### src/rtl/fpu_add_arbiter.sv
// rtl/fpu_add_arbiter.sv - two-requester round-robin front end for a shared combinational FPU adder
//
// Purpose:
//   Arbitrates two requesters onto one combinational floating-point adder.
//   An accepted operand pair is registered onto add_a/add_b. The adder sum is
//   captured one cycle later, and the response is then held until the owning
//   requester takes it. Operands are never interpreted, so NaN, Inf and
//   denormal values pass through unchanged.
//
// Ports:
//   clk, rst           clock, synchronous active-high reset
//   req_valid[1:0]     per-requester operand pair present
//   req_ready[1:0]     per-requester acceptance (one-hot grant while IDLE)
//   req0_a/b, req1_a/b operand pairs of requester 0 and requester 1
//   add_a, add_b       registered operands driven to the shared adder
//   add_result         combinational sum returned by the shared adder
//   rsp_valid[1:0]     one-hot response owner while in RESP
//   rsp_ready[1:0]     per-requester response acceptance
//   rsp_data           registered adder result
//   busy               high whenever an operation is in flight
//   op_count           completed responses, wrapping
module fpu_add_arbiter #(
  parameter int XLEN = 32,
  parameter int CNTW = 16
) (
  input  logic            clk,
  input  logic            rst,
  input  logic [1:0]      req_valid,
  output logic [1:0]      req_ready,
  input  logic [XLEN-1:0] req0_a,
  input  logic [XLEN-1:0] req0_b,
  input  logic [XLEN-1:0] req1_a,
  input  logic [XLEN-1:0] req1_b,
  output logic [XLEN-1:0] add_a,
  output logic [XLEN-1:0] add_b,
  input  logic [XLEN-1:0] add_result,
  output logic [1:0]      rsp_valid,
  input  logic [1:0]      rsp_ready,
  output logic [XLEN-1:0] rsp_data,
  output logic            busy,
  output logic [CNTW-1:0] op_count
);

  localparam logic [1:0] IDLE  = 2'd0;
  localparam logic [1:0] ISSUE = 2'd1;
  localparam logic [1:0] RESP  = 2'd2;

  logic [1:0]      state_q, state_d;
  logic            last_q, last_d;   // index of the requester served most recently
  logic            idx_q, idx_d;     // owner of the operation in flight
  logic [XLEN-1:0] add_a_q, add_a_d;
  logic [XLEN-1:0] add_b_q, add_b_d;
  logic [XLEN-1:0] rsp_data_q, rsp_data_d;
  logic [CNTW-1:0] cnt_q, cnt_d;

  logic [1:0] grant;
  logic       accept;
  logic       rsp_done;

  // With both requesters valid, the one not served last wins.
  always_comb begin
    grant = 2'b00;
    case (req_valid)
      2'b01:   grant = 2'b01;
      2'b10:   grant = 2'b10;
      2'b11:   grant = last_q ? 2'b01 : 2'b10;
      default: grant = 2'b00;
    endcase
  end

  // Masking with rst keeps a handshake from appearing while reset wins the edge.
  assign req_ready = (state_q == IDLE && !rst) ? grant : 2'b00;
  assign accept    = |req_ready;
  assign rsp_done  = (state_q == RESP) && rsp_ready[idx_q];

  always_comb begin
    state_d    = state_q;
    last_d     = last_q;
    idx_d      = idx_q;
    add_a_d    = add_a_q;
    add_b_d    = add_b_q;
    rsp_data_d = rsp_data_q;
    cnt_d      = cnt_q;
    case (state_q)
      IDLE: begin
        if (accept) begin
          idx_d   = req_ready[1];
          last_d  = req_ready[1];
          add_a_d = req_ready[1] ? req1_a : req0_a;
          add_b_d = req_ready[1] ? req1_b : req0_b;
          state_d = ISSUE;
        end
      end
      ISSUE: begin
        rsp_data_d = add_result;
        state_d    = RESP;
      end
      RESP: begin
        // Ready from the non-owning requester is deliberately ignored.
        if (rsp_done) begin
          cnt_d   = cnt_q + {{(CNTW-1){1'b0}}, 1'b1};
          state_d = IDLE;
        end
      end
      default: state_d = IDLE;
    endcase
  end

  always_ff @(posedge clk) begin
    if (rst) begin
      state_q    <= IDLE;
      last_q     <= 1'b1;
      idx_q      <= 1'b0;
      add_a_q    <= '0;
      add_b_q    <= '0;
      rsp_data_q <= '0;
      cnt_q      <= '0;
    end else begin
      state_q    <= state_d;
      last_q     <= last_d;
      idx_q      <= idx_d;
      add_a_q    <= add_a_d;
      add_b_q    <= add_b_d;
      rsp_data_q <= rsp_data_d;
      cnt_q      <= cnt_d;
    end
  end

  assign add_a     = add_a_q;
  assign add_b     = add_b_q;
  assign rsp_data  = rsp_data_q;
  assign rsp_valid = (state_q == RESP) ? (idx_q ? 2'b10 : 2'b01) : 2'b00;
  assign busy      = (state_q != IDLE);
  assign op_count  = cnt_q;

endmodule

### config.mk
export PLATFORM = sky130hd
export DESIGN_NAME = fpu_add_arbiter
export DESIGN_NICKNAME = d
export VERILOG_FILES = /design/src/rtl/fpu_add_arbiter.sv
export SDC_FILE = /design/constraint.sdc
export NUM_CORES = 1
export LEC_CHECK = 0
export BUFFER_PORTS_ARGS = -buffer_cell sky130_fd_sc_hd__buf_4
export CAP_MARGIN = 10
export CORE_AREA = 3 3 108 110
export DETAILED_ROUTE_END_ITERATION = 10
export DIE_AREA = 0 0 111 113
export GPL_ROUTABILITY_DRIVEN = 0
export PLACE_DENSITY = 0.89
export SYNTH_ARGS = -nofsm -noshare
export SYNTH_HDL_FRONTEND = slang
export SYNTH_SLANG_ARGS = --single-unit
### constraint.sdc
create_clock -name clk -period 3.2 [get_ports clk]
set_clock_uncertainty 0.1 [all_clocks]
set_input_delay 0.96 -clock clk [delete_from_list [all_inputs] [get_ports clk]]
set_output_delay 0.96 -clock clk [all_outputs]
set_load 0.05 [all_outputs]
==> qor.txt, run 1 <==
run status: complete, no violations
Num CTS Buffers: 17
gr usage total: 23.6%
Fill cells: 843
max cap viols: 0
Yosys warnings: 0
share of cells above drive strength 1: 37.3%
Hold Crit Class: reg2reg
ys async rst share: 0%
width of the die: 111 µm
clock buffer depth: 2
hold_ws: 355 ps
hold_buf cts: 0
initial antenna violation count: 0
CP required: 2140 ps
Tcrit/Tclk final: 93.3%
vias in the first global route: 4966
non-filler instance count after layout: 1019
ys flop type: dfxtp_1
# setup viols final: 0
Final Hold Fails: 0
WL final: 15400 µm
Fmax achieved: 335 MHz
CP Class: in2out
HPWL Detailed: 10700 µm
cell taking the most area after synthesis: dfxtp_1
Worst EP arrival: 1920 ps
drt first pass iters: 4
Finished Cell Area: 0.00755 mm²
initial core utilization: 44.0%
sequential fraction of the synthesis area: 48.9%
core box area: 0.0108 mm²
dpl cells: 988
Post-synth EDFFs: 0
root buf cell: clkbuf_8
Pins Over Slew Limit: 0
clock-pin slew on the worst setup and hold paths: 50 ps
register area: 0.00232 mm²
H-tree Lvls: 4
synthesized cell area: 0.00475 mm²
Iter 0 DRT Violations: 347
DR vias: 5139
CTS tree: done
CTS resizes: 0
I/O pin count: 283
peak supply drop: 328 µV
input/output buffers: 282
# Post-CTS Setup Buffers: 0
Area after DPL: 0.00693 mm²
worst-skew pair later-pin latency: 490 ps
final worst slack: 216 ps
diodes inserted: 0
Netlist cell types: 35
Area growth syn-to-layout: 59.2%
area of the multi-input gates: 0.00222 mm²
flop-to-flop setup slack: 860 ps
CP Launch Type: input pin
flops & latches, synth: 116
drt drc: 0
top cells by area, synth: dfxtp_1 49%, nand2_1 16%, a311oi_1 12%, nor2_1 6.3%, a21oi_1 3.9%
Worst-Margin Slew: 755 ps
Overflow after GRT: 0
wire per inst: 15.1 µm
top-count cell post-synth: nand2_1
RSZ-0062 raised after global routing: false
PwrDens: 620 mW/mm²
leading cell types by count after synthesis: 197 x nand2_1, 116 x dfxtp_1, 80 x nor2_1, 64 x a311oi_1, 37 x a21oi_1
Synth top area share: 48.9%
global-route wire length before repair: 24200 µm
fin nets: 1034
Die ar.: 0.0125 mm²
Net Count, Synth: 775
Die Ht: 113 µm
cells after synthesis: 608
Antenna Nets Post-Route: 0
Critical Path Most Common Cell: buf_4
CP max-delay cell: nor3_1
Slew headroom: 49.7%
largest net degree at the start of global routing: 131
Leakage: 0.00334 µW
critical path peak fanout: 2
Post-Syn Area per Cell: 7.81 µm²
dpl ws: 204 ps
Setup TNS: 0 ps
CP cell instances: buf_4 > nor3_1 > nand3_2 > inv_2 > buf_4
CP top delay family: simple AND/OR/NAND/NOR gates
CP max stage delay: 400 ps
Setup crit end kind: output port
drt via density: 5.04
Worst Path Buf+Inv: 3
num rows: 38
Final min period: 2980 ps
CTS sink count: 116
final cells by class:
type                    count  share of cell area (%)
well taps                 140                    2.32
clock inverters            12                    2.37
clock buffers              19                    5.85
flip-flops and latches    116                    30.7
inverters                   6                   0.298
multi-input cells         436                    29.4
repair buffers            290                    29.0
where the power goes:
part | leakage, µW | switching, µW | internal [µW]
clock network | 0.000296 | 669 | 1300
logic | 0.00210 | 702 | 380
registers | 0.000948 | 65.6 | 1560
total | 0.00334 | 1440 | 3250
registers in the layout, summed over array words and instances (netlist names):
name	count
add_b	32
add_a	32
idx_q	1
last_q	1
state_q	2
rsp_data	32
op_count	16
worst reg2reg max path: cells and delay by family (launching register included):
kind                   cells  cell delay, ps
and+or+nand+nor            3             850
buffers and inverters      2             610
DFF                        1             390
AOI/OAI and AO/OA          1             310
metal layers:
metal	vias up	GRT usage, %	routed length, µm
li1	2585	-	-
met1	2311	27.6	6130
met5	-	0	0
met2	219	39.5	7510
met3	24	8.07	1340
met4	0	10.2	398
through the flow:
step | power (µW) | util, %
6_report | 4680 | 70.0
3_3_place_gp | 2730 | 64.2
2_1_floorplan | 2330 | -
3_5_place_dp | 2750 | 64.2
4_1_cts | 4730 | 70.0
5_1_grt | 4870 | 70.0
worst paths after layout:
path / startpoint / to / cells past startpoint
worst max register to register: state_q[1]$_SDFFE_PP0P_ / add_a[9]$_SDFFE_PP0P_ / 6
worst min register to register: rsp_data[27]$_SDFFE_PP0N_ / rsp_data[27]$_SDFFE_PP0N_ / 2
worst max-delay path: rst / req_ready[0] / 5
worst min-delay path: rsp_data[27]$_SDFFE_PP0N_ / rsp_data[27]$_SDFFE_PP0N_ / 2
cell families after synthesis:
| group | share of synthesized area (%) |
|---|---|
| buffers and inverters | 4.64 |
| DFF | 48.9 |
| and+or+nand+nor | 26.9 |
| adders and majority gates | 0.264 |
| AOI/OAI and AO/OA | 17.0 |
| xor gates and xnor gates | 1.85 |
| muxes | 0.448 |
layout by cell type, fill, tap and decap left out, types with 2 or more instances in the layout:
cell type   Yosys  routed
nor2b_1         3       2
clkinvlp_4      0       3
dfxtp_1       116     116
clkbuf_8        0       3
xnor2_1         9       9
clkinv_2        0       2
nand3_1         8       6
a311oi_1       64      64
nor4_1          4       4
clkinv_4        0       2
inv_1           4       4
nor2_1         80      80
inv_2           2       2
bufinv_16       0       4
nand4_1         3       3
a21oi_1        37      37
nand2_1       197     197
o21ai_0         2       2
buf_4           0     289
nand2b_1        5       5
clkbuf_16       0      16
nor3_1          7       7
(Power assumes the default switching activity.)
==> run 2, diff against run 1 <==
--- a/config.mk
+++ b/config.mk
@@ -12,6 +12,7 @@
 export DIE_AREA = 0 0 111 113
 export GPL_ROUTABILITY_DRIVEN = 0
 export PLACE_DENSITY = 0.89
+export RECOVER_POWER = 25
 export SYNTH_ARGS = -nofsm -noshare
 export SYNTH_HDL_FRONTEND = slang
 export SYNTH_SLANG_ARGS = --single-unit
==> run 2 against run 1 <==
  * Die area unchanged
  * Sequential power hardly changed
  * Non-clock buffer count unchanged
  * Worst hold slack worse by 1.3 ps
  * Clock power hardly changed
  * Register-to-register slack worse by 220 ps
  * Flip-flop and latch count did not move
  * First-iteration DRC count decreased by 6.9%
  * Combinational power about the same
  * Utilization shrank 0.66 points
  * Global-route usage did not move
  * Sequential share of layout area grew 0.29 points
  * Largest power group unchanged
  * Highest routed layer unchanged
==> qor.txt, run 2 (synthesized netlist as in run 1, its figures left out) <==
run status: complete, no violations (unchanged)
fin nets: 1034 (unchanged)
max cap viols: 0 (unchanged)
register area: 0.00232 mm² (unchanged)
sw power: 1440 µW (about the same)
final worst slack: 224 ps (was 216 ps)
largest net degree at the start of global routing: 131 (unchanged)
Die ar.: 0.0125 mm² (unchanged)
Area growth syn-to-layout: 57.7% (was 59.2%)
dpl ws: 204 ps (unchanged)
RSZ-0062 raised after global routing: false (unchanged)
WL final: 15400 µm (about the same)
CTS sink count: 116 (unchanged)
Worst Path Buf+Inv: 3 (unchanged)
most frequent cells in the layout: 268 x buf_4, 197 x nand2_1, 116 x dfxtp_1 (was 289 x buf_4, 197 x nand2_1, 116 x dfxtp_1)
diodes inserted: 0 (unchanged)
PwrDens: 624 mW/mm² (was 620 mW/mm²)
Final Hold Fails: 0 (unchanged)
wire per inst: 15.1 µm (about the same)
# setup viols final: 0 (unchanged)
Overflow after GRT: 0 (unchanged)
input/output buffers: 282 (unchanged)
clock buffer depth: 2 (unchanged)
Critical Path Most Common Cell: buf_4 (unchanged)
Setup TNS: 0 ps (unchanged)
worst-skew pair later-pin latency: 490 ps (about the same)
root buf cell: clkbuf_8 (unchanged)
share of cells above drive strength 1: 35.4% (was 37.3%)
Gate power share: 22.8% (was 23.1%)
Hold Crit Class: reg2reg (unchanged)
CP top delay family: simple AND/OR/NAND/NOR gates (unchanged)
clock-pin slew on the worst setup and hold paths: 50 ps (about the same)
DR vias: 5156 (was 5139)
CP Class: in2out (unchanged)
CP Launch Type: input pin (unchanged)
Worst-Margin Slew: 1440 ps (was 755 ps)
critical path peak fanout: 2 (unchanged)
Die Ht: 113 µm (unchanged)
hold path startpoint: rsp_data[2]$_SDFFE_PP0N_ (was rsp_data[27]$_SDFFE_PP0N_)
sequential power share: 34.9% (was 34.8%)
H-tree Lvls: 4 (unchanged)
# Post-CTS Setup Buffers: 0 (unchanged)
drt via density: 5.06 (was 5.04)
Switching Fraction: 30.8% (was 30.7%)
I/O pin count: 283 (unchanged)
Internal Power: 3230 µW (was 3250 µW)
Slew headroom: 4.10% (was 49.7%)
CTS tree: done (unchanged)
dpl cells: 988 (unchanged)
non-filler instance count after layout: 1019 (unchanged)
Worst EP arrival: 1920 ps (about the same)
clock share of power: 42.3% (was 42.1%)
Num CTS Buffers: 17 (unchanged)
CP max-delay cell: nor3_1 (unchanged)
Setup crit end kind: output port (unchanged)
Tcrit/Tclk final: 93.0% (was 93.3%)
core box area: 0.0108 mm² (unchanged)
gr usage total: 23.6% (unchanged)
hold_buf cts: 0 (unchanged)
CTS resizes: 0 (unchanged)
Fill cells: 868 (was 843)
drt first pass iters: 4 (unchanged)
Iter 0 DRT Violations: 323 (was 347)
Setup crit start: rst (unchanged)
Final min period: 2980 ps (about the same)
global-route wire length before repair: 24200 µm (unchanged)
CP max stage delay: 400 ps (about the same)
peak supply drop: 328 µV (about the same)
HPWL Detailed: 10700 µm (unchanged)
initial antenna violation count: 0 (unchanged)
Pins Over Slew Limit: 0 (unchanged)
width of the die: 111 µm (unchanged)
num rows: 38 (unchanged)
Leakage: 0.00327 µW (was 0.00334 µW)
Fmax achieved: 336 MHz (was 335 MHz)
drt drc: 0 (unchanged)
commonest non-fill, non-tap cell in the layout: buf_4 (unchanged)
hold_ws: 353 ps (was 355 ps)
initial core utilization: 44.0% (unchanged)
utilization after layout: 69.3% (was 70.0%)
area of the multi-input gates: 0.00222 mm² (unchanged)
CP cell instances: buf_4 > nor3_1 > nand3_2 > inv_2 > buf_4 (unchanged)
vias in the first global route: 4966 (unchanged)
worst r2r src: state_q[1]$_SDFFE_PP0P_ (unchanged)
Antenna Nets Post-Route: 0 (unchanged)
CP required: 2140 ps (about the same)
==> run 2: cell count changes in the layout (fill, tap and decap cells not counted) <==
cell | previous run | this run
clkbuf_1 | 0 | 17
clkbuf_4 | 0 | 1
clkbuf_2 | 0 | 3
buf_4 | 289 | 268
==> run 2: stage by stage <==
step | area, µm² | power [µW]
after floorplan | 4750 | 2330
after global placement | 6930 | 2730
after detailed placement | 6930 | 2750
after CTS | 7550 | 4730
after global routing | 7480 | 4850
final | 7480 | 4670
==> run 2: area by class of cell <==
class / count / share of cell area (%)
clock inverters: 12 / 2.39
repair buffers: 290 / 28.3
well taps: 140 / 2.34
multi-input cells: 436 / 29.7
inverters: 6 / 0.301
clock buffers: 19 / 5.90
flip-flops and latches: 116 / 31.0
==> run 2: worst min-delay path: stages (launching register included) <==
cell	delay, ps
dfxtp_1	300
nand2_1	50
a21oi_1	50
==> run 2: path summary, 6_finish.rpt <==
path                               to  slack, ps  cells after the start
max                      req_ready[0]        220                      5
min          rsp_data[2]$_SDFFE_PP0N_        350                      2
min reg2reg  rsp_data[2]$_SDFFE_PP0N_        350                      2
max reg2reg     add_b[2]$_SDFFE_PP0P_        640                      5
==> run 2: power groups by stage <==
stage	clock, µW	combinational, µW	sequential (µW)
2_1_floorplan	0	288	2040
3_3_place_gp	0	1080	1660
3_5_place_dp	0	1090	1660
4_1_cts	2010	1090	1630
5_1_grt	2080	1130	1650
6_report	1970	1070	1630
==> run 2: layer usage <==
metal	track usage (%)	wire length, µm
met5	0	0
met4	10.2	401
met3	8.07	1290
met2	39.5	7510
met1	27.6	6180
==> run 3, diff against run 2 <==
--- a/config.mk
+++ b/config.mk
@@ -7,11 +7,11 @@
 export LEC_CHECK = 0
 export BUFFER_PORTS_ARGS = -buffer_cell sky130_fd_sc_hd__buf_4
 export CAP_MARGIN = 10
-export CORE_AREA = 3 3 108 110
+export CORE_MARGIN = 3
+export CORE_UTILIZATION = 43
 export DETAILED_ROUTE_END_ITERATION = 10
-export DIE_AREA = 0 0 111 113
 export GPL_ROUTABILITY_DRIVEN = 0
-export PLACE_DENSITY = 0.89
+export PLACE_DENSITY = 0.88
 export RECOVER_POWER = 25
 export SYNTH_ARGS = -nofsm -noshare
 export SYNTH_HDL_FRONTEND = slang
==> constraint.sdc (replaced) <==
create_clock -name clk -period 2.74 [get_ports clk]
set_clock_uncertainty 0.1 [all_clocks]
set_input_delay 0.822 -clock clk [delete_from_list [all_inputs] [get_ports clk]]
set_output_delay 0.822 -clock clk [all_outputs]
set_load 0.05 [all_outputs]
==> run 3 against run 2 <==
  * Utilization rose by 1.9 points
  * Die area fell by 1.7%
  * Sequential share of layout area did not move
  * Global-route usage rose by 0.92 points
  * Clock-buffer cell count did not move
  * Flip-flop and latch count did not move
  * Power rose by 15%
  * Clock power rose by 10%
  * Register-to-register slack got worse by 390 ps
  * Largest power group unchanged
==> qor.txt, run 3 (synthesized netlist as in run 1, its figures left out) <==
run status: complete, no violations (unchanged)
non-filler instance count after layout: 1018 (was 1019)
vias in the first global route: 4964 (was 4966)
Setup crit start: rst (unchanged)
Antenna Nets Post-Route: 0 (unchanged)
Worst EP arrival: 1630 ps (was 1920 ps)
CP max stage delay: 210 ps (was 400 ps)
drt drc: 0 (unchanged)
area of the multi-input gates: 0.00221 mm² (was 0.00222 mm²)
Tcrit/Tclk final: 93.1%
met3 routed WL: 1420 µm (was 1290 µm)
Worst Path Buf+Inv: 4 (was 3)
RSZ-0062 raised after global routing: false (unchanged)
CP max-delay cell: buf_4 (was nor3_1)
drt first pass iters: 5 (was 4)
# setup viols final: 0 (unchanged)
fin nets: 1036 (was 1034)
Met2 Routed Length: 7850 µm (was 7510 µm)
hold_ws: 354 ps (was 353 ps)
root buf cell: clkbuf_8 (unchanged)
hold path startpoint: rsp_data[30]$_SDFFE_PP0N_ (was rsp_data[2]$_SDFFE_PP0N_)
largest net degree at the start of global routing: 131 (unchanged)
critical path peak fanout: 4 (was 2)
CTS tree: done (unchanged)
most frequent cells in the layout: 282 x buf_4, 197 x nand2_1, 116 x dfxtp_1 (was 268 x buf_4, 197 x nand2_1, 116 x dfxtp_1)
H-tree Lvls: 4 (unchanged)
Critical Path Most Common Cell: buf_4 (unchanged)
CP Class: in2out (unchanged)
share of cells above drive strength 1: 36.3% (was 35.4%)
global-route wire length before repair: 24900 µm (was 24200 µm)
Pins Over Slew Limit: 0 (unchanged)
initial core utilization: 45.2% (was 44.0%)
HPWL Detailed: 11400 µm (was 10700 µm)
clock buffer depth: 2 (unchanged)
clock-pin slew on the worst setup and hold paths: 60 ps (was 50 ps)
WL final: 15900 µm (was 15400 µm)
Area growth syn-to-layout: 57.7% (unchanged)
Fmax achieved: 392 MHz
hold_buf cts: 0 (unchanged)
worst r2r src: state_q[1]$_SDFFE_PP0P_ (unchanged)
Max Used Layer: met4 (unchanged)
utilization after layout: 71.2% (was 69.3%)
Slew headroom: 3.94% (was 4.10%)
CP cell instances: buf_4 > nor3_2 > buf_4 > nand3_2 > inv_2 > buf_4 (was buf_4 > nor3_1 > nand3_2 > inv_2 > buf_4)
Iter 0 DRT Violations: 397 (was 323)
Setup crit end kind: output port (unchanged)
Hold Crit Class: reg2reg (unchanged)
flop-to-flop setup slack: 250 ps (was 640 ps)
Met1 Wirelength: 6230 µm (was 6180 µm)
Worst-Margin Slew: 1440 ps (about the same)
Num CTS Buffers: 17 (unchanged)
Die ar.: 0.0123 mm² (was 0.0125 mm²)
initial antenna violation count: 0 (unchanged)
diodes inserted: 0 (unchanged)
max cap viols: 0 (unchanged)
drt via density: 5.17 (was 5.06)
PwrDens: 714 mW/mm² (was 624 mW/mm²)
num rows: 37 (was 38)
Final Hold Fails: 0 (unchanged)
CP required: 1820 ps (was 2140 ps)
CP top delay family: buffers and inverters (was simple AND/OR/NAND/NOR gates)
width of the die: 111 µm (about the same)
CTS sink count: 116 (unchanged)
worst-skew pair later-pin latency: 490 ps (about the same)
Overflow after GRT: 0 (unchanged)
DR vias: 5266 (was 5156)
input/output buffers: 282 (unchanged)
Setup TNS: 0 ps (unchanged)
core box area: 0.0105 mm² (was 0.0108 mm²)
Final min period: 2550 ps
peak supply drop: 448 µV (was 328 µV)
Leakage: 0.00327 µW (about the same)
Die Ht: 111 µm (was 113 µm)
commonest non-fill, non-tap cell in the layout: buf_4 (unchanged)
register area: 0.00232 mm² (unchanged)
dpl cells: 986 (was 988)
CP Launch Type: input pin (unchanged)
I/O pin count: 283 (unchanged)
Fill cells: 857 (was 868)
gr usage total: 24.5% (was 23.6%)
wire per inst: 15.6 µm (was 15.1 µm)
==> run 3: cell types whose count changed in the layout (fill, tap and decap cells not counted), sizes merged <==
cell	change
clkinv	+4
bufinv	-1
buf	+14
inv	-1
clkinvlp	-1
clkbuf	-12
==> run 3: final timing paths <==
path	endpoint	cells past startpoint
worst min register to register	rsp_data[30]$_SDFFE_PP0N_	2
worst max register to register	add_a[13]$_SDFFE_PP0P_	6
worst max-delay path	req_ready[0]	6
worst min-delay path	rsp_data[30]$_SDFFE_PP0N_	2
==> run 3: where the power goes <==
part	total [µW]	switching (µW)	internal, µW
clock	2170	790	1380
sequential	1910	80.3	1830
combinational	1260	824	440
==> run 3: area by class of cell <==
cell class                      count  share of cell area (%)
Timing Repair Buffer              292                    29.1
Multi-Input combinational cell    436                    29.5
Tap cell                          136                    2.27
Inverter                            6                   0.301
Clock buffer                       19                    5.64
Clock inverter                     13                    2.14
Sequential cell                   116                    31.0
==> run 3: layer usage <==
metal	vias up	global-route usage, %
met2	230	41.3
li1	2595	-
met3	24	8.30
met1	2417	29.0
met5	-	0
met4	0	8.92
==> run 3: worst register-to-register path: stages, from the launching register on <==
cell and delay (ps):
dfxtp_1 440, nor3_2 70, buf_4 150, nand3_4 70, clkbuf_4 970, nor2_1 260, a311oi_1 330
==> run 3: per-stage QoR <==
step	cell area (µm²)	total power (µW)	setup WS [ps]
after detailed placement	6960	3220	163
final	7480	5340	190
after CTS	7540	5390	118
after floorplan	4750	2720	99.1
after global routing	7480	5550	28.5
after global placement	6960	3200	157
==> run 3: timing repair <==
| action | CTS | global route |
|---|---|---|
| setup endpoints to repair | 0 | 1 |
| gates resized for setup | 0 | 1 |
| setup buffers | 0 | 0 |
| endpoints found under the hold margin | 0 | 0 |
